**config.mk**
```make
export PLATFORM = sky130hd
export DESIGN_NAME = id_ex_pipe_reg_flat
export DESIGN_NICKNAME = d
export VERILOG_FILES = /design/src/rtl/id_ex_pipe_reg_if.sv /design/src/rtl/id_ex_pipe_reg.sv /design/src/flat_wrapper.sv
export SDC_FILE = /design/constraint.sdc
export NUM_CORES = 1
export LEC_CHECK = 0
export ABC_AREA = 1
export CAP_MARGIN = 5
export CORE_ASPECT_RATIO = 0.6
export CORE_UTILIZATION = 35
export CTS_BUF_LIST = sky130_fd_sc_hd__clkbuf_8 sky130_fd_sc_hd__clkbuf_16
export CTS_CLUSTER_SIZE = 20
export DETAILED_ROUTE_END_ITERATION = 7
export PLACE_DENSITY = 0.81
export SYNTH_ARGS = -nofsm -noshare
export SYNTH_HDL_FRONTEND = slang
export SYNTH_SLANG_ARGS = --single-unit
```
**constraint.sdc**
```tcl
create_clock -name clk -period 2.4 [get_ports clk]
set_input_delay 0.24 -clock clk [delete_from_list [all_inputs] [get_ports clk]]
set_output_delay 0.24 -clock clk [all_outputs]
set_load 0.005 [all_outputs]
```
**src/rtl/id_ex_pipe_reg_if.sv**
```systemverilog
// id_ex_pipe_reg_if: ID-stage operands/control, pipeline controls and the registered EX-stage view.
interface id_ex_pipe_reg_if #(parameter int WIDTH = 32, parameter int CNT_W = 16);
  logic stall, flush, controlMux, clearCount;
  logic [WIDTH-1:0] idPc, idRsData, idRtData, idImm;
  logic [4:0] idRs, idRt, idRd;
  logic idRegWrite, idMemRead, idMemWrite, idMemToReg, idAluSrc, idRegDst, idBranch;
  logic [3:0] idAluOp;
  logic [WIDTH-1:0] idExPc, idExRsData, idExRtData, idExImm;
  logic [4:0] idExRs, idExRt, idExRd;
  logic idExRegWrite, idExMW, idExMemWrite, idExMemToReg, idExAluSrc, idExRegDst, idExBranch;
  logic [3:0] idExAluOp;
  logic idExValid;
  logic [CNT_W-1:0] bubbleCount;
  modport master (
    output stall, flush, controlMux, clearCount, idPc, idRsData, idRtData, idImm, idRs, idRt, idRd,
           idRegWrite, idMemRead, idMemWrite, idMemToReg, idAluSrc, idRegDst, idBranch, idAluOp,
    input  idExPc, idExRsData, idExRtData, idExImm, idExRs, idExRt, idExRd, idExRegWrite, idExMW,
           idExMemWrite, idExMemToReg, idExAluSrc, idExRegDst, idExBranch, idExAluOp, idExValid, bubbleCount
  );
  modport slave (
    input  stall, flush, controlMux, clearCount, idPc, idRsData, idRtData, idImm, idRs, idRt, idRd,
           idRegWrite, idMemRead, idMemWrite, idMemToReg, idAluSrc, idRegDst, idBranch, idAluOp,
    output idExPc, idExRsData, idExRtData, idExImm, idExRs, idExRt, idExRd, idExRegWrite, idExMW,
           idExMemWrite, idExMemToReg, idExAluSrc, idExRegDst, idExBranch, idExAluOp, idExValid, bubbleCount
  );
endinterface

```
**src/rtl/id_ex_pipe_reg.sv**
```systemverilog
// id_ex_pipe_reg: ID/EX pipeline register with flush > stall > bubble > load priority and a saturating bubble counter.
module id_ex_pipe_reg #(parameter int WIDTH = 32, parameter int CNT_W = 16) (
  input logic clk,
  input logic rst_n,
  id_ex_pipe_reg_if.slave bus
);
  logic [WIDTH-1:0] pc, rsData, rtData, imm;
  logic [4:0] rs, rt, rd;
  logic [10:0] ctrl, idCtrl;
  logic valid;
  logic [CNT_W-1:0] cnt;
  assign idCtrl = {bus.idRegWrite, bus.idMemRead, bus.idMemWrite, bus.idMemToReg,
                   bus.idAluSrc, bus.idRegDst, bus.idBranch, bus.idAluOp};
  // Bubbles still capture datapath fields so EX never sees stale operands.
  always_ff @(posedge clk or negedge rst_n)
    if (!rst_n) {pc, rsData, rtData, imm, rs, rt, rd, ctrl, valid} <= '0;
    else if (bus.flush) {pc, rsData, rtData, imm, rs, rt, rd, ctrl, valid} <= '0;
    else if (!bus.stall) begin
      {pc, rsData, rtData, imm, rs, rt, rd} <= {bus.idPc, bus.idRsData, bus.idRtData, bus.idImm,
                                                bus.idRs, bus.idRt, bus.idRd};
      ctrl <= bus.controlMux ? idCtrl : '0;
      valid <= bus.controlMux;
    end
  always_ff @(posedge clk or negedge rst_n)
    if (!rst_n) cnt <= '0;
    else if (!bus.stall)
      cnt <= bus.clearCount ? '0 : (!bus.flush && !bus.controlMux && cnt != '1) ? cnt + 1'b1 : cnt;
  assign {bus.idExPc, bus.idExRsData, bus.idExRtData, bus.idExImm} = {pc, rsData, rtData, imm};
  assign {bus.idExRs, bus.idExRt, bus.idExRd} = {rs, rt, rd};
  assign {bus.idExRegWrite, bus.idExMW, bus.idExMemWrite, bus.idExMemToReg,
          bus.idExAluSrc, bus.idExRegDst, bus.idExBranch, bus.idExAluOp} = ctrl;
  assign bus.idExValid = valid;
  assign bus.bubbleCount = cnt;
endmodule
```
**src/flat_wrapper.sv**
```systemverilog
// flat-port wrapper written by rule: the top's interface ports become plain ports
module id_ex_pipe_reg_flat 
#(parameter int WIDTH = 32, parameter int CNT_W = 16)
  (clk, rst_n, bus_stall, bus_flush, bus_controlMux, bus_clearCount, bus_idPc, bus_idRsData, bus_idRtData, bus_idImm, bus_idRs, bus_idRt, bus_idRd, bus_idRegWrite, bus_idMemRead, bus_idMemWrite, bus_idMemToReg, bus_idAluSrc, bus_idRegDst, bus_idBranch, bus_idAluOp, bus_idExPc, bus_idExRsData, bus_idExRtData, bus_idExImm, bus_idExRs, bus_idExRt, bus_idExRd, bus_idExRegWrite, bus_idExMW, bus_idExMemWrite, bus_idExMemToReg, bus_idExAluSrc, bus_idExRegDst, bus_idExBranch, bus_idExAluOp, bus_idExValid, bus_bubbleCount);
  id_ex_pipe_reg_if #(.WIDTH(WIDTH), .CNT_W(CNT_W)) bus_i ();
  input logic clk;
  input logic rst_n;
  input wire logic [$bits(bus_i.stall)-1:0] bus_stall;
  input wire logic [$bits(bus_i.flush)-1:0] bus_flush;
  input wire logic [$bits(bus_i.controlMux)-1:0] bus_controlMux;
  input wire logic [$bits(bus_i.clearCount)-1:0] bus_clearCount;
  input wire logic [$bits(bus_i.idPc)-1:0] bus_idPc;
  input wire logic [$bits(bus_i.idRsData)-1:0] bus_idRsData;
  input wire logic [$bits(bus_i.idRtData)-1:0] bus_idRtData;
  input wire logic [$bits(bus_i.idImm)-1:0] bus_idImm;
  input wire logic [$bits(bus_i.idRs)-1:0] bus_idRs;
  input wire logic [$bits(bus_i.idRt)-1:0] bus_idRt;
  input wire logic [$bits(bus_i.idRd)-1:0] bus_idRd;
  input wire logic [$bits(bus_i.idRegWrite)-1:0] bus_idRegWrite;
  input wire logic [$bits(bus_i.idMemRead)-1:0] bus_idMemRead;
  input wire logic [$bits(bus_i.idMemWrite)-1:0] bus_idMemWrite;
  input wire logic [$bits(bus_i.idMemToReg)-1:0] bus_idMemToReg;
  input wire logic [$bits(bus_i.idAluSrc)-1:0] bus_idAluSrc;
  input wire logic [$bits(bus_i.idRegDst)-1:0] bus_idRegDst;
  input wire logic [$bits(bus_i.idBranch)-1:0] bus_idBranch;
  input wire logic [$bits(bus_i.idAluOp)-1:0] bus_idAluOp;
  output wire logic [$bits(bus_i.idExPc)-1:0] bus_idExPc;
  output wire logic [$bits(bus_i.idExRsData)-1:0] bus_idExRsData;
  output wire logic [$bits(bus_i.idExRtData)-1:0] bus_idExRtData;
  output wire logic [$bits(bus_i.idExImm)-1:0] bus_idExImm;
  output wire logic [$bits(bus_i.idExRs)-1:0] bus_idExRs;
  output wire logic [$bits(bus_i.idExRt)-1:0] bus_idExRt;
  output wire logic [$bits(bus_i.idExRd)-1:0] bus_idExRd;
  output wire logic [$bits(bus_i.idExRegWrite)-1:0] bus_idExRegWrite;
  output wire logic [$bits(bus_i.idExMW)-1:0] bus_idExMW;
  output wire logic [$bits(bus_i.idExMemWrite)-1:0] bus_idExMemWrite;
  output wire logic [$bits(bus_i.idExMemToReg)-1:0] bus_idExMemToReg;
  output wire logic [$bits(bus_i.idExAluSrc)-1:0] bus_idExAluSrc;
  output wire logic [$bits(bus_i.idExRegDst)-1:0] bus_idExRegDst;
  output wire logic [$bits(bus_i.idExBranch)-1:0] bus_idExBranch;
  output wire logic [$bits(bus_i.idExAluOp)-1:0] bus_idExAluOp;
  output wire logic [$bits(bus_i.idExValid)-1:0] bus_idExValid;
  output wire logic [$bits(bus_i.bubbleCount)-1:0] bus_bubbleCount;
  assign bus_i.stall = bus_stall;
  assign bus_i.flush = bus_flush;
  assign bus_i.controlMux = bus_controlMux;
  assign bus_i.clearCount = bus_clearCount;
  assign bus_i.idPc = bus_idPc;
  assign bus_i.idRsData = bus_idRsData;
  assign bus_i.idRtData = bus_idRtData;
  assign bus_i.idImm = bus_idImm;
  assign bus_i.idRs = bus_idRs;
  assign bus_i.idRt = bus_idRt;
  assign bus_i.idRd = bus_idRd;
  assign bus_i.idRegWrite = bus_idRegWrite;
  assign bus_i.idMemRead = bus_idMemRead;
  assign bus_i.idMemWrite = bus_idMemWrite;
  assign bus_i.idMemToReg = bus_idMemToReg;
  assign bus_i.idAluSrc = bus_idAluSrc;
  assign bus_i.idRegDst = bus_idRegDst;
  assign bus_i.idBranch = bus_idBranch;
  assign bus_i.idAluOp = bus_idAluOp;
  assign bus_idExPc = bus_i.idExPc;
  assign bus_idExRsData = bus_i.idExRsData;
  assign bus_idExRtData = bus_i.idExRtData;
  assign bus_idExImm = bus_i.idExImm;
  assign bus_idExRs = bus_i.idExRs;
  assign bus_idExRt = bus_i.idExRt;
  assign bus_idExRd = bus_i.idExRd;
  assign bus_idExRegWrite = bus_i.idExRegWrite;
  assign bus_idExMW = bus_i.idExMW;
  assign bus_idExMemWrite = bus_i.idExMemWrite;
  assign bus_idExMemToReg = bus_i.idExMemToReg;
  assign bus_idExAluSrc = bus_i.idExAluSrc;
  assign bus_idExRegDst = bus_i.idExRegDst;
  assign bus_idExBranch = bus_i.idExBranch;
  assign bus_idExAluOp = bus_i.idExAluOp;
  assign bus_idExValid = bus_i.idExValid;
  assign bus_bubbleCount = bus_i.bubbleCount;
  id_ex_pipe_reg #(.WIDTH(WIDTH), .CNT_W(CNT_W)) u_core (.clk(clk), .rst_n(rst_n), .bus(bus_i));
endmodule
```
==> impl.org, run 1 <==
** Run status
- Result of the run :: finished clean

** Floorplanning
- Width of the chip :: 186 um
- Number of top-level pins :: 331
- After floorplanning, the core was divided into 39 placement rows.
- Area inside the core boundary :: 0.0195 sq mm
- Die boundary height :: 112 um
- Initial core utilization :: 36.5%
- Total Die Area :: 0.0209 sq mm

** Hold path
- In this run the most critical hold path is launched from bus_stall.
- The path with the worst hold slack has its endpoint at u_core.bus.idExRtData[28]$_DFFE_PN0P_.
- In this run the worst hold path is classified as in -> reg.
- Hold depth :: 3

** GRT
- Maximum number of pins on one net before global-route repair :: 79
- Vias in the first global route :: 6478
- Global routing finished with a remaining overflow of 0.
- The first global-routing pass estimated 33700 um of wire.
- Global-route usage over all layers :: 21.0%
- Number of antenna violations at the first check in global routing :: 1

** Synth
- By area the synthesized netlist is led by dfrtp_1 (60%), nand2_1 (16%), o21ai_0 (5.8%).
- Leading cell type by number of instances after synthesis :: nand2_1
- Main combinational cell family by area after synthesis :: simple AND/OR/NAND/NOR gates
- Main flop type after synthesis :: dfrtp_1
- Measured against the total synthesized area, the mux share comes to 0%.
- Post-Synth Simple-Gate Area :: 20.1%
- Sequential fraction of the synthesis area :: 60.1%
- Number of synthesized register bits :: 171
- The Yosys step of the flow raised 0 warnings.
- In this run the biggest area consumer among cell types represents 60.1% of the synthesized area.
- The synthesized netlist contains 22 unique library cells.
- Number of enable flip-flop cells after synthesis :: 0
- Synthesized-area fraction occupied by ao, oa, aoi and oai cells :: 11.7%
- Syn nets :: 1003
- Ranking of synthesized cells by instance count :: nand2_1 (299), dfrtp_1 (171), inv_1 (92)
- Of the total synthesized cell area, the portion taken by XOR and XNOR cells is 0.123%.
- Counting every instance in the synthesized netlist gives 842.
- Area of the mapped netlist :: 0.00711 sq mm
- Share of async-settable or async-resettable flops after synthesis :: 100%
- Share of synthesized cell area in full adder, half adder and majority cells :: 0.176%
- Average instance area after synthesis :: 8.45 sq um
- Synth area leader :: dfrtp_1

** Timing
- Setup repair after global routing left no endpoint under its margin.
- At the pin with the least slew margin, the transition time is 640 ps.
- For this run, the top clock speed supported by timing is 559 MHz.
- Setup violations remaining at the end of the flow were counted as 0.
- Fin crit share :: 74.6%
- Clock skew on the completed layout was measured at 8.51 ps.
- Headroom to the max-slew limit :: 57.4%
- Number of hold-slack violations in the final timing report :: 0
- Setup TNS :: 0 ps
- The worst path in the final design needs a cycle of 1790 ps, including I/O delays and setup.
- Max Slew Vio Count :: 0

** Clock tree
- CTS Root Buffer Type :: clkbuf_16
- Htree depth :: 4
- Insertion delay of the later-clocked pin in the worst-skew pair :: 420 ps
- Clock tree synthesis found a total of 171 sinks.
- Post CTS Setup Buffer Count :: 0
- Post-cts gate resize count :: 0
- Clock transition at the registers of the reported paths :: 60 ps
- CTS tree :: done
- Counting the buffers created by CTS gives 17.
- Deepest clock path buffer count :: 2
- Hold buffers post-CTS :: 1

** Detailed routing
- Total Routed Length :: 21800 um
- After detailed routing, the number of remaining DRC violations is 0.
- The first detailed-routing pass ran for 4 iterations.
- In the final routed layout, each cell accounts on average for 15.2 um.
- After detailed routing, the number of vias per cell comes to 4.62.
- Summing over every cut layer, the via total after detailed routing is 6633.
- In this run the remaining antenna-violating nets after routing total 0.
- After the first detailed-routing iteration, the DRC count stood at 323.

** Setup path
- The endpoint identified for the worst register-to-register timing path is u_core.bus.bubbleCount[2]$_DFFE_PN0P_.
- Cell class contributing the biggest share of worst-path delay :: simple AND/OR/NAND/NOR gates
- For the worst setup path, the data required time is 2760 ps.
- Critical R2R Launch :: u_core.bus.bubbleCount[0]$_DFFE_PN0P_
- STA classifies the critical path endpoint as a register.
- At the worst endpoint, the arrival time is 2150 ps.
- The most numerous cell type found on the critical path is nand2_1.
- Maximum fanout encountered on the critical timing path :: 16
- Counting cells, the worst reg-to-reg path comes to 9.
- The critical path contains buffers and inverters numbering 0 combined.
- Master of the slowest instance on the critical path :: dfrtp_1
- The largest single stage delay on the critical path is 430 ps.
- Critical path cell sequence :: ha_1, nand2_1, nor2_2, nand2_2, o21ai_2, nand2_4, nand2_4, nand2_1, nand2_1
- Register-to-Register Setup Slack :: 610 ps
- The worst setup path is of the reg -> reg kind.
- The worst setup path is launched from a register.

** Cells and area
- Net count reported at finish :: 1318
- Proportion of layout cells with a drive suffix above 1 :: 4.70%
- From synthesis to final layout, the design area changed by 59.0%.
- Fin area :: 0.0113 sq mm

** Power and ir drop
- Peak supply drop :: 0.573 mV
- Power per standard cell area :: 608 mW/mm^2
- Summed over all cells, the static leakage comes to 4.92 nW.

** Placement
- Quantity of I/O buffers inserted on ports :: 330
- In this run the cell area measured after placement is 0.0107 sq mm.
- Gpl congestion :: 0.866
- Once detailed placement completed, the half-perimeter wirelength came to 15500 um.

** Flow run
- The tool flagged a number of max-cap violations equal to 0.
[per-layer routing]
layer	wire length (um)	GRT usage (%)	share of wire [%]
met2	10200	33.6	47
met3	2450	10.6	11
met5	0	0	0
met4	273	6.12	1.3
met1	8900	24.7	41
[per-stage QoR]
| stage | setup WS [ps] | util [%] | power (mW) | hold WS (ps) | instances |
|---|---|---|---|---|---|
| 6_report | 610 | 58.1 | 6.87 | 293 | 1437 |
| 5_1_grt | 414 | 58.1 | 7.19 | 308 | 1437 |
| 4_1_cts | 620 | 58.1 | 6.96 | 272 | 1436 |
| 3_5_place_dp | 634 | 55.0 | 4.17 | 257 | 1403 |
| 3_3_place_gp | 741 | 55.0 | 4.15 | 258 | 1403 |
| 2_1_floorplan | 813 | - | 3.44 | -55.6 | 842 |
[area by class of cell]
| cell class | count | area [sq um] |
|---|---|---|
| Clock buffer | 21 | 480 |
| Timing Repair Buffer | 343 | 3460 |
| Fill cell | 1642 | 8160 |
| Inverter | 93 | 349 |
| Tap cell | 266 | 333 |
| Sequential cell | 171 | 4280 |
| Antenna cell | 1 | 2.50 |
| Clock inverter | 11 | 118 |
| Multi-Input combinational cell | 531 | 2290 |
[placed cells by master, fill, tap and decap left out, types with 2 or more instances in the layout]
| cell | Yosys | layout |
|---|---|---|
| clkdlybuf4s50_1 | 0 | 327 |
| nand2_1 | 299 | 299 |
| dfrtp_1 | 171 | 171 |
| inv_1 | 92 | 93 |
| o21ai_0 | 82 | 82 |
| a21oi_1 | 81 | 81 |
| nor2_1 | 33 | 32 |
| nand3_1 | 24 | 24 |
| clkbuf_16 | 0 | 17 |
| buf_4 | 1 | 7 |
| clkbuf_8 | 0 | 5 |
| buf_12 | 1 | 5 |
| clkinvlp_4 | 0 | 4 |
| clkinv_2 | 0 | 3 |
| nor2_2 | 2 | 2 |
| nand2_4 | 2 | 2 |
| nand3b_1 | 2 | 2 |
| bufinv_16 | 0 | 2 |
| buf_2 | 6 | 2 |
[cell families (layout without fill, tap and decap cells)]
family / Yosys count / in the layout
and+or+nand+nor: 364 / 364
DFF: 171 / 171
AOI/OAI and AO/OA: 165 / 165
buffers and inverters: 140 / 468
adders and majority gates: 1 / 1
xor gates and xnor gates: 1 / 1
other: 0 / 1
[worst max-delay path by stage]
| stage | start | end | slack (ps) | cells past startpoint |
|---|---|---|---|---|
| floorplan | u_core.bus.bubbleCount[0]$_DFFE_PN0P_ | u_core.bus.bubbleCount[12]$_DFFE_PN0P_ | 810 | 10 |
| finish | u_core.bus.bubbleCount[0]$_DFFE_PN0P_ | u_core.bus.bubbleCount[2]$_DFFE_PN0P_ | 610 | 9 |
| global route | u_core.bus.bubbleCount[0]$_DFFE_PN0P_ | u_core.bus.bubbleCount[12]$_DFFE_PN0P_ | 410 | 9 |
| global placement | u_core.bus.bubbleCount[0]$_DFFE_PN0P_ | u_core.bus.bubbleCount[12]$_DFFE_PN0P_ | 740 | 9 |
| detailed placement | u_core.bus.bubbleCount[0]$_DFFE_PN0P_ | u_core.bus.bubbleCount[11]$_DFFE_PN0P_ | 630 | 9 |
| CTS | u_core.bus.bubbleCount[0]$_DFFE_PN0P_ | u_core.bus.bubbleCount[11]$_DFFE_PN0P_ | 620 | 9 |
[tightest hold or removal path, cell delays in order]
cell     delay (ps)
buf_2           260
nand2_1         110
a21oi_1          60
[sequential cells by signal (all words and copies together), names as in the netlist]
name and cells:
u_core.bus.idExRtData 32, u_core.bus.idExRt 5, u_core.bus.idExValid 1, u_core.bus.bubbleCount 16, u_core.bus.idExPc 32, u_core.ctrl 11
u_core.bus.idExImm 32, u_core.bus.idExRs 5, u_core.bus.idExRsData 32, u_core.bus.idExRd 5
[power by group]
group | internal (mW) | total, mW | switching (mW)
Sequential | 3.03 | 3.12 | 0.0873
Clock | 1.64 | 2.76 | 1.12
Combinational | 0.579 | 0.996 | 0.417
Total | 5.24 | 6.87 | 1.63
Note: power is estimated with default switching activity, not from simulation.
==> inputs of run 2 (changes only) <==
PLACE_DENSITY = 0.84   (was 0.81)
clock period = 1.5 ns   (was 2.4 ns; I/O delays follow)
==> impl.org, run 2 (synthesized netlist as in run 1, its figures left out) <==
** Run status
- The run finished, with violations left.
- Violated checks :: negative setup slack

** Setup path
- Arrival time of data at the critical path endpoint :: 1940 ps (-210 ps)
- The worst setup path is captured at a register.
- The required time reported for the critical path endpoint came to 1820 ps (-940 ps).
- The critical path is of the reg -> reg type.
- Maximum fanout encountered on the critical timing path :: 8 (-8)
- The worst setup path is launched from a register.

** Power and ir drop
- The standby leakage power came to 6.48 nW (+32%).
- The largest vdd supply drop is 0.759 mV (+33%).
- The power per cell area came to 912 mW/mm^2 (+50%).

** GRT
- The first-pass GRT wire length is 35900 um (+6.4%).
- The aggregate global-route resource usage was 22.5% (+1.5 points).
- The initial antenna violation count is 1 (unchanged).
- Total congestion overflow :: 0 (unchanged)
- The met3 routing resource usage after global routing came to 9.70% (-0.88 points).
- The maximum number of pins on one net before global-route repair was 88 (+11%).
- Met1 routing resource usage after global routing :: 26.7% (+2.0 points)
- Busiest layer in global routing :: met2
- Vias in the first global route :: 7016 (+8.3%)
- Met2 Resource Use GR :: 36.0% (+2.4 points)

** Floorplanning
- Width of the chip :: 186 um (unchanged)
- Total Die Area :: 0.0209 sq mm (unchanged)
- The number of placement rows was 39 (unchanged).
- The number of ports placed on the die boundary is 331 (unchanged).
- Die boundary height :: 112 um (unchanged)
- The starting density of the core was 36.5% (unchanged).
- Area inside the core boundary :: 0.0195 sq mm (unchanged)

** Timing
- Post-route clock skew :: 8.17 ps (-0.336 ps)
- The final setup violation count came to 16 (+16).
- Maximum clock rate :: 617 MHz (+10%)
- Setup repair after global routing could not meet its margin everywhere.
- Headroom to the max-slew limit :: 60.8% (+3.4 points)
- Max Slew Vio Count :: 0 (unchanged)
- The final cycle utilization of the critical path is 108% (+34 points).
- Setup slack of the critical path after layout :: -122 ps (-732 ps)
- The worst-margin pin slew came to 588 ps (-51.5 ps).
- Final period demand of the worst path :: 1620 ps (-168 ps)
- Number of hold-slack violations in the final timing report :: 0 (unchanged)

** Cells and area
- Post-Route Utilization :: 60.8% (+2.7 points)
- The ratio of cells with drive above 1 in the final layout came to 8.97% (+4.3 points).
- Fin area :: 0.0118 sq mm (+4.6%)
- The multi-input logic area is 0.00238 sq mm (+4.1%).
- Layout area overhead :: 66.4%
- Net count reported at finish :: 1363 (+3.4%)
- The total area of sequential cells is 0.00428 sq mm (unchanged).
- Highest-count cells in the layout ignoring fill and taps :: nand2_1 (296), clkdlybuf4s50_1 (212), dfrtp_1 (171)
- The number of inserted filler cells in the final layout was 1605 (-2.3%).
- The library cell used most frequently in the layout, excluding fill and tap cells, is nand2_1.

** Detailed routing
- Starting DRC count in detailed routing :: 422 (+31%)
- Wire length per cell :: 15.8 um (+4.3%)
- DRC :: 0 (unchanged)
- The count of vias placed by the detailed router is 6955 (+4.9%).
- Total Routed Length :: 23500 um (+7.6%)
- The number of iterations in the first detailed-routing pass was 5 (+1).
- The via density per instance came to 4.69 (+1.7%).
- The post-route antenna net violation count came to 0 (unchanged).

** Placement
- The final estimated routing congestion in global placement came to 0.874 (+0.96%).
- The half-perimeter wire length after detailed placement is 16400 um (+5.7%).
- The post-placement worst setup slack came to -315 ps (-949 ps).
- The placed standard-cell area is 0.0110 sq mm (+2.5%).
- The count of port buffers added during placement came to 330 (unchanged).

** Clock tree
- The insertion delay to the later sink of the worst-skew pair was 430 ps (about the same).
- CTS tree :: done
- Htree depth :: 4 (unchanged)
- The clock-pin slew on the worst setup and hold paths is 70 ps (about the same).
- CTS Root Buffer Type :: clkbuf_16
- The clock net sink count was 171 (unchanged).
- Number of clock buffers inserted by TritonCTS :: 17 (unchanged)
- The largest buffer count on any clock path was 2 (unchanged).

** Hold path
- In this run the worst hold path is classified as in -> reg.

** Flow run
- Max capacitance violation total :: 0 (unchanged)
-- run 2: routing by layer --
layer,vias up,part of all wire (%)
li1,3338,-
met1,3318,41
met2,266,48
met3,33,9.7
met4,0,1.9
met5,-,0
-- run 2: worst max-delay path, cell delays in order, from the launching register on --
cell	delay [ps]
dfrtp_1	360
ha_2	210
nand2_4	60
nor2_4	150
nand2_4	80
o21ai_4	150
buf_6	130
nand2_8	80
buf_12	150
nand3b_1	80
nand2_1	60
-- run 2: worst paths after layout --
check | depth (start not counted) | start | to | slack (ps)
worst max-delay path | 10 | u_core.bus.bubbleCount[1]$_DFFE_PN0P_ | u_core.bus.bubbleCount[1]$_DFFE_PN0P_ | -120
worst min-delay path | 4 | bus_stall | u_core.bus.bubbleCount[15]$_DFFE_PN0P_ | 230
worst max register to register | 10 | u_core.bus.bubbleCount[1]$_DFFE_PN0P_ | u_core.bus.bubbleCount[1]$_DFFE_PN0P_ | -120
worst min register to register | 2 | u_core.bus.idExImm[1]$_DFFE_PN0P_ | u_core.bus.idExImm[1]$_DFFE_PN0P_ | 530
max in group asynchronous | 3 | rst_n | u_core.bus.idExPc[4]$_DFFE_PN0P_ | 680
min in group asynchronous | 2 | rst_n | u_core.bus.idExRsData[3]$_DFFE_PN0P_ | 240
-- run 2: power breakdown --
group / switching [mW] / internal [mW]
combinational: 0.727 / 0.928
sequential: 0.128 / 4.84
clock: 1.97 / 2.19
-- run 2: cell type report --
cell class	count	share of cell area, %
antenna	1	0.0211
clock buffer	18	3.71
clock inverter	14	0.951
inverter	93	2.95
multi-input combinational	532	20.1
sequential	171	36.2
tap	266	2.81
timing repair buffer	387	33.3
-- run 2: per-stage QoR --
step / total power [mW] / hold slack, ps / instances / TNS (ps)
final: 10.8 / 228 / 1482 / -1600
after global routing: 11.3 / 236 / 1482 / -2640
after CTS: 10.9 / 203 / 1474 / -848
after detailed placement: 6.73 / 144 / 1436 / -2750
after global placement: 6.70 / 149 / 1436 / -1870
after floorplan: 5.50 / -146 / 842 / -610
-- run 2: timing repair --
item | in CTS | in global routing
gates cloned | 1 | 0
hold buffers | 1 | 0
gates resized for setup | 56 | 75
setup buffers | 4 | 7
pin swaps | 17 | 12
hold endpoints to repair | 39 | 0
setup endpoints to repair | 59 | 90
